$ cat config.mk
export PLATFORM = sky130hd
export DESIGN_NAME = alu_share_arbiter
export DESIGN_NICKNAME = d
export VERILOG_FILES = /design/src/rtl/alu_share_arbiter.sv
export SDC_FILE = /design/constraint.sdc
export NUM_CORES = 1
export LEC_CHECK = 0
export BUFFER_PORTS_ARGS = -buffer_cell sky130_fd_sc_hd__buf_2
export CORE_MARGIN = 5
export CORE_UTILIZATION = 49
export DETAILED_ROUTE_END_ITERATION = 10
export PLACE_DENSITY_LB_ADDON = 0.12
export SETUP_SLACK_MARGIN = 0.05
export SLEW_MARGIN = 20
export SYNTH_ARGS = -nofsm -noshare
export SYNTH_HDL_FRONTEND = slang
export SYNTH_SLANG_ARGS = --single-unit
export TNS_END_PERCENT = 100
$ cat constraint.sdc
create_clock -name clk -period 3.4 [get_ports clk]
set_input_delay 0 -clock clk [delete_from_list [all_inputs] [get_ports clk]]
set_output_delay 0 -clock clk [all_outputs]
set_load 0.005 [all_outputs]
$ cat src/rtl/alu_share_arbiter.sv
// Round-robin sharing of one external combinational ALU.
// Requesters are served in turn; results come back tagged with their ID.
module alu_share_arbiter #(
  parameter  int NREQ   = 4,
  parameter  int DATA_W = 8,
  localparam int IDW    = (NREQ > 1) ? $clog2(NREQ) : 1
) (
  input  logic                   clk,
  input  logic                   rst_n,
  input  logic [NREQ-1:0]        req_valid,
  output logic [NREQ-1:0]        req_ready,
  input  logic [NREQ*DATA_W-1:0] req_a,
  input  logic [NREQ*DATA_W-1:0] req_b,
  input  logic [NREQ*3-1:0]      req_op,
  output logic [DATA_W-1:0]      alu_a,
  output logic [DATA_W-1:0]      alu_b,
  output logic [2:0]             alu_sel,
  input  logic [DATA_W-1:0]      alu_y,
  input  logic                   alu_cout,
  output logic                   rsp_valid,
  input  logic                   rsp_ready,
  output logic [IDW-1:0]         rsp_id,
  output logic [DATA_W-1:0]      rsp_y,
  output logic                   rsp_cout,
  output logic                   busy,
  output logic [15:0]            ops_done
);

  typedef enum logic [1:0] {
    IDLE,
    EXEC,
    RESP
  } state_t;

  state_t              state_q, state_d;
  logic [IDW-1:0]      rr_ptr_q, rr_ptr_d;
  logic [DATA_W-1:0]   alu_a_q, alu_a_d;
  logic [DATA_W-1:0]   alu_b_q, alu_b_d;
  logic [2:0]          alu_sel_q, alu_sel_d;
  logic [IDW-1:0]      rsp_id_q, rsp_id_d;
  logic [DATA_W-1:0]   rsp_y_q, rsp_y_d;
  logic                rsp_cout_q, rsp_cout_d;
  logic                rsp_valid_q, rsp_valid_d;
  logic [15:0]         ops_done_q, ops_done_d;

  logic                gnt_found;
  logic [IDW-1:0]      gnt_idx;
  int                  cand;
  logic [IDW-1:0]      cand_idx;
  logic [DATA_W-1:0]   win_a;
  logic [DATA_W-1:0]   win_b;
  logic [2:0]          win_op;

  // Pick the first valid requester after rr_ptr, wrapping around.
  always_comb begin
    gnt_found = 1'b0;
    gnt_idx   = '0;
    cand      = 0;
    cand_idx  = '0;
    for (int k = 1; k <= NREQ; k++) begin
      cand     = (int'(rr_ptr_q) + k) % NREQ;
      cand_idx = cand[IDW-1:0];
      if (!gnt_found && req_valid[cand_idx]) begin
        gnt_found = 1'b1;
        gnt_idx   = cand_idx;
      end
    end
  end

  // Select the winning requester's operand bundle.
  always_comb begin
    win_a  = '0;
    win_b  = '0;
    win_op = '0;
    for (int i = 0; i < NREQ; i++) begin
      if (gnt_idx == IDW'(i)) begin
        win_a  = req_a[i*DATA_W +: DATA_W];
        win_b  = req_b[i*DATA_W +: DATA_W];
        win_op = req_op[i*3 +: 3];
      end
    end
  end

  assign req_ready = (state_q == IDLE && gnt_found)
                   ? (NREQ'(1) << gnt_idx) : '0;

  // Next-state and register updates for IDLE -> EXEC -> RESP.
  always_comb begin
    state_d     = state_q;
    rr_ptr_d    = rr_ptr_q;
    alu_a_d     = alu_a_q;
    alu_b_d     = alu_b_q;
    alu_sel_d   = alu_sel_q;
    rsp_id_d    = rsp_id_q;
    rsp_y_d     = rsp_y_q;
    rsp_cout_d  = rsp_cout_q;
    rsp_valid_d = rsp_valid_q;
    ops_done_d  = ops_done_q;
    unique case (state_q)
      IDLE: begin
        if (gnt_found) begin
          alu_a_d   = win_a;
          alu_b_d   = win_b;
          alu_sel_d = win_op;
          rsp_id_d  = gnt_idx;
          rr_ptr_d  = gnt_idx;
          state_d   = EXEC;
        end
      end
      EXEC: begin
        rsp_y_d     = alu_y;
        rsp_cout_d  = alu_cout;
        rsp_valid_d = 1'b1;
        state_d     = RESP;
      end
      RESP: begin
        if (rsp_ready) begin
          rsp_valid_d = 1'b0;
          if (ops_done_q != 16'hFFFF)
            ops_done_d = ops_done_q + 16'd1;
          state_d = IDLE;
        end
      end
      default: state_d = IDLE;
    endcase
  end

  // State and datapath registers; ptr resets so requester 0 wins first.
  always_ff @(posedge clk or negedge rst_n) begin
    if (!rst_n) begin
      state_q     <= IDLE;
      rr_ptr_q    <= IDW'(NREQ - 1);
      alu_a_q     <= '0;
      alu_b_q     <= '0;
      alu_sel_q   <= '0;
      rsp_id_q    <= '0;
      rsp_y_q     <= '0;
      rsp_cout_q  <= 1'b0;
      rsp_valid_q <= 1'b0;
      ops_done_q  <= '0;
    end else begin
      state_q     <= state_d;
      rr_ptr_q    <= rr_ptr_d;
      alu_a_q     <= alu_a_d;
      alu_b_q     <= alu_b_d;
      alu_sel_q   <= alu_sel_d;
      rsp_id_q    <= rsp_id_d;
      rsp_y_q     <= rsp_y_d;
      rsp_cout_q  <= rsp_cout_d;
      rsp_valid_q <= rsp_valid_d;
      ops_done_q  <= ops_done_d;
    end
  end

  assign alu_a     = alu_a_q;
  assign alu_b     = alu_b_q;
  assign alu_sel   = alu_sel_q;
  assign rsp_valid = rsp_valid_q;
  assign rsp_id    = rsp_id_q;
  assign rsp_y     = rsp_y_q;
  assign rsp_cout  = rsp_cout_q;
  assign busy      = (state_q != IDLE);
  assign ops_done  = ops_done_q;

endmodule

==> results.ini <==
[sta]
rsz0062_at_grt = false
drv_slew = 0
setup_violations = 0
maxSlewHeadroom_pct = 44.18
worst_pin_slew_ns = 0.8355
fin_crit_sh_pct = 80.86
tns_ns = 0
fin_skew_ns = 0.009968
clock.fmax_ghz = 0.3637
hold_violations = 0
holdWs_ns = 0.05166
finalCriticalPeriod_ns = 2.749
fin_ws_ns = 0.6508

[yosys]
yosys.area.top_type_share_pct = 45.27
syn_area_sq_um = 2709
ys_top_cells_by_count = dfrtp_1 (49), mux2i_1 (28), nand2_1 (20)
synthCells = 245
synthTopCellsByArea = dfrtp_1 (45%), mux2i_1 (10%), mux2_2 (5.8%), o21ai_1 (3.5%), a2bb2oi_1 (2.9%)
synth_flop_cell = dfrtp_1
syn_area_per_cell_sq_um = 11.06
yosysMostFrequentCell = dfrtp_1
ys_seq_area_share_pct = 47.21
synth-seq-cells = 51
ys_types = 44
yosysWarnings = 0
synth-edff-count = 0
yosysTopAreaCell = dfrtp_1
async_flop_share_pct = 100.0
syn_nets = 338

[min_path]
hp-class = input pin to flip-flop
whs_path_depth = 3
worstHoldStart = req_a[5]

[die]
start_util_pct = 49.80
fp.dieH_um = 84.35
dieArea_sq_um = 7115
die_w_um = 84.35
io_pins = 144
core_sq_um = 5439
rows = 27

[drt]
routed_wl_um = 7523
routedWlPerCell_um = 15.45
drtIter0Drc = 59
vias = 2499
antenna_left = 0
drc_errors = 0
viasPerCell = 5.131
dr.pass1.iters = 5

[critical_path]
end_kind = flip-flop
reg2reg_depth = 7
reg2reg_slack_ns = 0.65
crit_type = flip-flop to flip-flop
worstSetupStartpointType = flip-flop
critPathRequiredTime_ns = 3.58
startpoint = rr_ptr_q[1]$_DFFE_PN1N_
r2r-start = rr_ptr_q[1]$_DFFE_PN1N_
worstPathMaxFanout = 24
cp_data_arrival_time_ns = 2.93

[flow_run]
drv_cap = 0

[clock_tree]
insertion_delay_ns = 0.30
cts_buffer_depth = 2
ctsResizeCount = 0
cts_root_buf = clkbuf_8
tritoncts = done
htree_num_levels = 2
clock-sinks = 51
clk_pin_slew_worst_paths_ns = 0.09
cts_buffers = 5

[global_routing]
antenna_found_initial = 0
grt_pass1_vias = 2738
grt_pass1_wl_um = 12950
overflow = 0
grt_max_degree = 52
grt_usage_pct = 21.82

[placement]
place_area_sq_um = 3457
place.gp.congestion = 0.8332
port_buffers = 143
place_ws_ns = 1.094
dp_hpwl_um = 5414

[final_layout]
num-nets-final = 507
antenna_cells = 0
post_route_cells_drive_above_1_share_pct = 42.41
area_delta_synth_final_pct = 42.86
finalInstanceArea_sq_um = 3870
fin_util_pct = 71.15

[power_and_ir_drop]
p_leak_nw = 1.988
p_per_area_nw_per_um2 = 760.4
ir_drop_mv = 0.4430

[run_status]
outcome = completed

-- per-stage QoR --
step,instances,power [mW]
after floorplan,245,1.899
after global placement,451,2.279
after detailed placement,451,2.325
after CTS,487,2.966
after global routing,487,3.172
final,487,2.943
-- placed cells by master (no fill, tap or decap), types with 2 or more instances in the layout --
master / n
dfrtp_1: 49
nor3_1: 4
bufinv_16: 2
dlygate4sd3_1: 28
mux2_1: 7
nand2_1: 20
xnor2_1: 8
clkbuf_8: 5
buf_4: 3
mux2_2: 14
xor2_1: 6
nor2b_1: 2
mux2i_1: 28
a22oi_1: 9
inv_1: 2
dfstp_2: 2
nor2_1: 13
a2bb2oi_1: 9
o21ai_1: 19
nand2b_1: 3
and3_1: 2
buf_2: 143
nand3_1: 6
nand4_1: 7
a21o_1: 3
or2_2: 2
-- cells by family after synthesis --
family                     after synthesis  share of synthesized area [%]
xor gates and xnor gates                14                          4.527
adders and majority gates                1                         0.4618
AOI/OAI and AO/OA                       49                          13.16
DFF                                     51                          47.21
buffers and inverters                   15                          3.372
muxes                                   49                          19.08
and+or+nand+nor                         66                          12.19
-- area by class of cell --
cell class                      instances  area (sq um)
Inverter                                3         11.26
Tap cell                               72         90.09
Multi-Input combinational cell        179          1339
Clock inverter                          2         60.06
Fill cell                             435          1569
Sequential cell                        51          1279
Clock buffer                            6         72.57
Timing Repair Buffer                  174          1018
-- path summary, 6_finish.rpt --
kind                                         end
max                         alu_b[6]$_DFFE_PN0N_
min                         alu_a[5]$_DFFE_PN0N_
max reg2reg                 alu_b[6]$_DFFE_PN0N_
min reg2reg                rsp_valid$_DFFE_PN0P_
max in group asynchronous   alu_b[6]$_DFFE_PN0N_
min in group asynchronous   rsp_y[0]$_DFFE_PN0P_
-- critical path, cell delays in order, from the launching register on --
cell and delay [ns]:
dfstp_2 0.58, or3b_1 0.14, o211a_1 0.38, buf_4 0.45
mux2i_1 0.26, a2bb2oi_1 0.18, o21ai_1 0.07, dlygate4sd3_1 0.57
-- power breakdown --
part           leakage (nW)  internal, mW  switching (mW)  total, mW
Sequential            0.630         0.855           0.152       1.01
Clock                0.0654         0.294           0.203      0.497
Combinational          1.29         0.759           0.680       1.44
Total                  1.99          1.91            1.03       2.94
-- repair_timing --
item	4_1_cts	5_1_grt
hold endpoints to repair	67	0
setup buffers	0	0
hold buffers	28	0
-- per-layer routing --
layer  GRT usage [%]  up-vias  routed length (um)
met5               0        -                   0
met4           6.475        0                 125
met3           6.379       11                 665
met2           38.67       97                3750
met1           25.56     1167                2981
li1                -     1224                   -
-- state kept, by name (all words and copies together) (netlist names) --
signal     count
ops_done      16
alu_a          8
alu_b          8
rsp_y          8
alu_sel        3
rr_ptr_q       2
rsp_id         2
state_q        2
rsp_cout       1
rsp_valid      1
Power figures use the tool's default switching activity.
